<file path="src/rtl/prbs_pkg.sv">
// Shared state type, PRBS-7 polynomial constants and prediction helper for the PRBS checker
// and the upstream PRBS source.
package prbs_pkg;

  localparam int unsigned PRBS7_W   = 7;
  localparam int unsigned PRBS7_TAP = 6;

  typedef enum logic [0:0] {
    StSearch,
    StLocked
  } chk_state_e;

  // State bit 0 holds the newest bit; prediction taps at positions w and tap.
  function automatic logic prbs_pred(input logic [31:0] state, input int unsigned w,
                                     input int unsigned tap);
    return state[5'(w - 1)] ^ state[5'(tap - 1)];
  endfunction

endpackage

</file>
<file path="src/rtl/prbs_lfsr.sv">
// Shift/feedback register for x^W + x^Tap + 1; shifts in either an external bit or its own
// feedback.
module prbs_lfsr
  import prbs_pkg::*;
#(
  parameter int unsigned W   = PRBS7_W,
  parameter int unsigned Tap = PRBS7_TAP
) (
  input  logic         clk_i,
  input  logic         rst_ni,
  input  logic         shift_i,
  input  logic         sel_ext_i,
  input  logic         ext_bit_i,
  output logic [W-1:0] state_o,
  output logic         fb_o
);

  logic [W-1:0] state_q, state_d;

  assign fb_o    = prbs_pred(32'(state_q), W, Tap);
  assign state_o = state_q;

  always_comb begin
    state_d = state_q;
    if (shift_i) begin
      state_d = {state_q[W-2:0], sel_ext_i ? ext_bit_i : fb_o};
    end
  end

  always_ff @(posedge clk_i or negedge rst_ni) begin
    if (!rst_ni) begin
      state_q <= '0;
    end else begin
      state_q <= state_d;
    end
  end

endmodule

</file>
<file path="config.mk">
export PLATFORM = sky130hd
export DESIGN_NAME = prbs_lfsr
export DESIGN_NICKNAME = d
export VERILOG_FILES = /design/src/rtl/prbs_pkg.sv /design/src/rtl/prbs_lfsr.sv
export SDC_FILE = /design/constraint.sdc
export NUM_CORES = 1
export LEC_CHECK = 0
export CAP_MARGIN = 20
export CORE_AREA = 5 5 42 44
export CTS_BUF_LIST = sky130_fd_sc_hd__clkbuf_2 sky130_fd_sc_hd__clkbuf_4 sky130_fd_sc_hd__clkbuf_8
export DETAILED_ROUTE_END_ITERATION = 12
export DIE_AREA = 0 0 47 49
export HOLD_SLACK_MARGIN = 0.1
export PLACE_DENSITY = 0.57
export SETUP_SLACK_MARGIN = 0.15
export SYNTH_ARGS = -nofsm -noshare
export SYNTH_HDL_FRONTEND = slang
export SYNTH_SLANG_ARGS = --single-unit
</file>
<file path="constraint.sdc">
create_clock -name clk_i -period 1.08 [get_ports clk_i]
set_clock_uncertainty 0.05 [all_clocks]
set_input_delay 0.216 -clock clk_i [delete_from_list [all_inputs] [get_ports clk_i]]
set_output_delay 0.216 -clock clk_i [all_outputs]
set_load 0.005 [all_outputs]
</file>
==> results of run 1 <==
==> worst max-delay path, delay by kind of cell, from the launching register on <==
kind / cells / cell delay [ns]
buf+inv: 1 / 0.15
flops: 1 / 0.38
xor+xnor: 1 / 0.21
==> metal layers <==
layer	global-route usage (%)	vias up
met5	0	-
met4	4.15	0
met3	4.06	0
met2	9.73	13
met1	9.23	119
li1	-	115
==> timing repair <==
| item | 4_1_cts | 5_1_grt |
|---|---|---|
| pin swaps | 2 | 1 |
| setup endpoints to repair | 15 | 15 |
| endpoints found under the hold margin | 0 | 0 |
| resized for setup | 40 | 5 |
| setup buffers | 3 | 1 |
==> logic make-up after synthesis <==
logic type | Yosys count | share of synthesized area [%]
XOR/XNOR | 1 | 3.02
AO/OA/AOI/OAI | 1 | 3.02
AND/OR/NAND/NOR | 3 | 6.47
flip-flops | 7 | 60.3
buffers and inverters | 1 | 3.88
multiplexers | 6 | 23.3
==> per-stage QoR <==
step | setup slack (ns) | area (µm²) | utilization [%]
finish | -0.181 | 520 | 37.1
global placement | -0.355 | 457 | 32.6
CTS | -0.210 | 497 | 35.4
floorplan | 0.0854 | 290 | -
global route | -0.247 | 520 | 37.1
detailed placement | -0.408 | 457 | 32.6
==> layout by cell type, fill, tap and decap left out <==
master           netlist  routed
a211o_1                1       1
and3_1                 1       1
buf_2                  0       7
buf_4                  0       3
buf_6                  1       7
clkbuf_4               0       4
clkdlybuf4s15_1        0       1
clkdlybuf4s50_1        0       3
dfrtp_1                7       7
mux2_2                 6       2
mux2_4                 0       4
nor2b_1                2       2
xor2_1                 1       1
==> worst min-delay path by stage <==
stage	to	slack (ns)	depth (start not counted)
CTS	state_o[2]$_DFFE_PN0P_	0.18	1
global placement	state_o[2]$_DFFE_PN0P_	0.44	1
global route	state_o[2]$_DFFE_PN0P_	0.18	1
floorplan	state_o[0]$_DFFE_PN0P_	-0.13	0
finish	state_o[4]$_DFFE_PN0P_	0.18	1
detailed placement	state_o[2]$_DFFE_PN0P_	0.45	1
==> power breakdown <==
group	total, mW	switching (mW)	internal, mW	leakage [nW]
registers	0.470	0.0839	0.386	0.0865
logic	0.768	0.233	0.536	0.169
clock network	0.258	0.0920	0.166	0.0184
total	1.50	0.409	1.09	0.274
==> cell type report <==
class                      instances  area share, %
timing repair buffer              21           33.9
sequential                         7           33.7
multi-input combinational         11           22.8
clock buffer                       4           5.77
tap                               16           3.85
==> reports/results.txt, run 1 <==
status -> complete, but fails checks
violated checks -> setup timing
clk root buf -> clkbuf_4
fin. max-slew vios -> 0
die height -> 49 µm
asr flop ratio synth -> 100%
RePlAce Congestion -> 0.781
post-synthesis sequential area ratio -> 60.3%
main flop type after synthesis -> dfrtp_1
routed vias -> 247
post-synth cell types -> 7
CP required -> 0.81 ns
crit path max-delay cell type -> dfrtp_1
DRC viols -> 0
wl on met1 -> 346 µm
critical path endpoint category -> output pin
CTS Buf Count -> 3
initial core utilization -> 20.7%
Hold Slack -> 0.176 ns
layout filler cell count -> 144
fmax -> 0.793 GHz
Sequential Area -> 175 µm²
Synth area leader -> dfrtp_1
Final Hold Fails -> 0
Final Setup Violations -> 5
Worst Setup Start Kind -> register
share of post-route cells with drive strength above 1 -> 62.8%
R2R depth -> 4
CTS sink cnt -> 7
Arr. time, crit path -> 1.00 ns
Rel. slew slack -> 71.4%
Synth area leaders -> dfrtp_1 60%, mux2_2 23%, nor2b_1 4.3%
EDFF count, synth -> 0
worst setup margin -> -0.181 ns
CTS tree -> built
R2R Setup Slk -> -0.08 ns
post-synth top area share -> 60.3%
cts hold-fix bufs -> 0
largest net degree at the start of global routing -> 10
antenna cell count -> 0
period utilization -> 117%
RR Startpoint -> state_o[5]$_DFFE_PN0P_
setup tns final -> -0.658 ns
Worst-Skew Late Latency -> 0.25 ns
vias in the first global route -> 281
clk buf depth -> 2
ANT nets after route -> 0
area of the core -> 1400 µm²
Critical path origin -> state_o[6]$_DFFE_PN0P_
maximum vdd drop -> 990 µV
RSZ-0062 raised after global routing -> true
DR vias/cell -> 4.19
top sig layer -> met3
# IOs -> 13
area taken by multi-input logic gates -> 119 µm²
Pre-antenna DRT Iters -> 2
CP peak stage delay -> 0.38 ns
Synth Register Bits -> 7
gr usage total -> 7.38%
HPWL after DPL -> 538 µm
Post-Route WL -> 727 µm
list of most frequent post-synthesis cells -> 7 x dfrtp_1, 6 x mux2_2, 2 x nor2b_1
P_leak -> 0.274 nW
Post-Syn Area -> 290 µm²
Finished Layout Cells -> 59
most frequent cell after synthesis -> dfrtp_1
CP max FO -> 2
cell count after synthesis -> 19
post-synth net total -> 24
min cycle time layout -> 1.26 ns
Port Buffer Count -> 12
worst min path class -> input port to asynchronous set/reset pin
Layout area overhead -> 79.3%
max cap viols -> 0
Mean Syn Cell Area -> 15.3 µm²
initial antenna violation count -> 0
Placed Cells -> 51
actual slew at the worst max-slew pin -> 0.429 ns
crit path kind -> register to output pin
# nets final -> 49
Synth Warn # -> 0
CTS clock-pin slew for the worst setup and hold paths -> 0.05 ns
met3 WL post-DR -> 77 µm
Routed WL per cell -> 12.3 µm
max reg flops -> 7
die footprint -> 2300 µm²
CTS H-tree lvls -> 1
Worst R2R End -> state_o[6]$_DFFE_PN0P_
met2 routed WL -> 303 µm
1st-iter DRT viols -> 8
Worst setup endpoint -> fb_o
Pwr Total -> 1.50 mW
Die W -> 47 µm
Rows -> 14
Power Dens Cells -> 2870 nW/µm²
wire length of the first global-routing pass -> 1190 µm
crit path cell chain -> xor2_1 > buf_2
GR Overflow Total -> 0
(Power assumes the default switching activity.)
==> run 2, diff against run 1 <==
- GPL_TIMING_DRIVEN: not set -> 0
- clock period: 1.08 -> 1.2 ns (I/O delays scaled with it)
==> reports/results.txt, run 2 (synthesis results as in run 1) <==
crit path cell chain -> xor2_2 > buf_2
DR vias/cell -> 4.20
Rel. slew slack -> 79.0%
Power Dens Cells -> 2700 nW/µm²
clk buf depth -> 2
CP required -> 0.91 ns
CTS sink cnt -> 7
initial antenna violation count -> 0
CTS tree -> built
die footprint -> 2300 µm²
fin. max-slew vios -> 0
clk root buf -> clkbuf_4
maximum vdd drop -> 1090 µV
gr usage total -> 7.38%
most frequent cells in the layout -> 9 x buf_4, 7 x buf_2, 7 x dfrtp_1
max cap viols -> 0
Hold Slack -> 0.196 ns
GR Overflow Total -> 0
RSZ-0062 raised after global routing -> true
share of post-route cells with drive strength above 1 -> 68.9%
violated checks -> setup timing
Post-Route WL -> 783 µm
actual slew at the worst max-slew pin -> 0.314 ns
fmax -> 0.788 GHz
area of the core -> 1400 µm²
DRC viols -> 0
wire length of the first global-routing pass -> 1190 µm
initial core utilization -> 20.7%
placed instance area -> 420 µm²
die height -> 49 µm
# nets final -> 51
# IOs -> 13
ANT nets after route -> 0
antenna cell count -> 0
status -> complete, but fails checks
CP peak stage delay -> 0.41 ns
vias in the first global route -> 283
max reg flops -> 7
crit path max-delay cell type -> dfrtp_1
Rows -> 14
Pre-antenna DRT Iters -> 1
routed vias -> 256
CTS Buf Count -> 3
period utilization -> 106%
CTS H-tree lvls -> 1
worst min path class -> input port to asynchronous set/reset pin
Port Buffer Count -> 11
Worst-Skew Late Latency -> 0.25 ns
CTS clock-pin slew for the worst setup and hold paths -> 0.05 ns
Final Hold Fails -> 0
crit path kind -> register to output pin
CP max FO -> 2
1st-iter DRT viols -> 0
Layout area overhead -> 75.0%
Final Setup Violations -> 3
worst setup margin -> -0.0686 ns
RePlAce Congestion -> 0.764
min cycle time layout -> 1.27 ns
P_leak -> 0.265 nW
largest net degree at the start of global routing -> 10
commonest non-fill, non-tap cell in the layout -> buf_4
post-route cell area -> 508 µm²
Worst Setup Start Kind -> register
Arr. time, crit path -> 0.98 ns
Die W -> 47 µm
critical path endpoint category -> output pin
Routed WL per cell -> 12.8 µm
## run 2: changes by cell type in the layout (fill, tap and decap cells not counted), sizes merged
| cell | delta |
|---|---|
| clkdlybuf4s15 | -1 |
| clkbuf | +1 |
| buf | +2 |
## run 2: cell type report
cell class | instances | area (µm²)
Timing Repair Buffer | 22 | 160
Sequential cell | 7 | 175
Multi-Input combinational cell | 11 | 111
Tap cell | 16 | 20.0
Clock buffer | 4 | 30.0
Buffer | 1 | 11.3
Fill cell | 150 | 893
## run 2: metrics by stage
step	TNS [ns]	worst slack (ns)	utilization, %	power (mW)	instances
finish	-0.131	-0.0686	36.3	1.37	61
global route	-0.213	-0.0956	36.3	1.48	61
CTS	-0.130	-0.0688	33.9	1.23	58
detailed placement	-0.326	-0.237	30.0	0.922	46
global placement	-0.268	-0.200	30.0	0.903	46
floorplan	0	0.197	-	0.583	19
## run 2: final timing paths
kind                                        startpoint                     end  slack [ns]  depth (start not counted)
min in group clk_i                             shift_i  state_o[6]$_DFFE_PN0P_        0.24                          2
worst max register to register  state_o[5]$_DFFE_PN0P_  state_o[0]$_DFFE_PN0P_       -0.04                          4
worst min-delay path                            rst_ni  state_o[1]$_DFFE_PN0P_        0.20                          1
worst max-delay path            state_o[5]$_DFFE_PN0P_                    fb_o       -0.07                          2
worst min register to register  state_o[2]$_DFFE_PN0P_  state_o[2]$_DFFE_PN0P_        0.56                          2
max in group asynchronous                       rst_ni  state_o[4]$_DFFE_PN0P_        0.67                          1
## run 2: routing by layer
layer  up-vias  track usage [%]  wire length (µm)  part of all wire, %
met5         -                0                 0                    0
met1       122             9.01               322                   41
met3         0             5.90                87                   11
met2        16             10.2               372                   48
li1        118                -                 -                    -
met4         0             1.38                 0                    0
## run 2: power by group
part	total [mW]	internal [mW]	switching (mW)	leakage (nW)
Combinational	0.710	0.488	0.223	0.160
Clock	0.234	0.149	0.0844	0.0184
Sequential	0.429	0.347	0.0818	0.0865
## run 2: critical path: cells and delay by family (launching register included)
| kind | cells | cell delay, ns |
|---|---|---|
| buffers and inverters | 1 | 0.13 |
| xor gates and xnor gates | 1 | 0.19 |
| DFF | 1 | 0.41 |
## run 2: timing repair
| item | 4_1_cts | 5_1_grt |
|---|---|---|
| hold buffers | 0 | 0 |
| setup buffers | 8 | 3 |
| pin swaps | 2 | 2 |
| setup endpoints to repair | 8 | 9 |
| gates cloned | 0 | 0 |
| resized for setup | 30 | 4 |
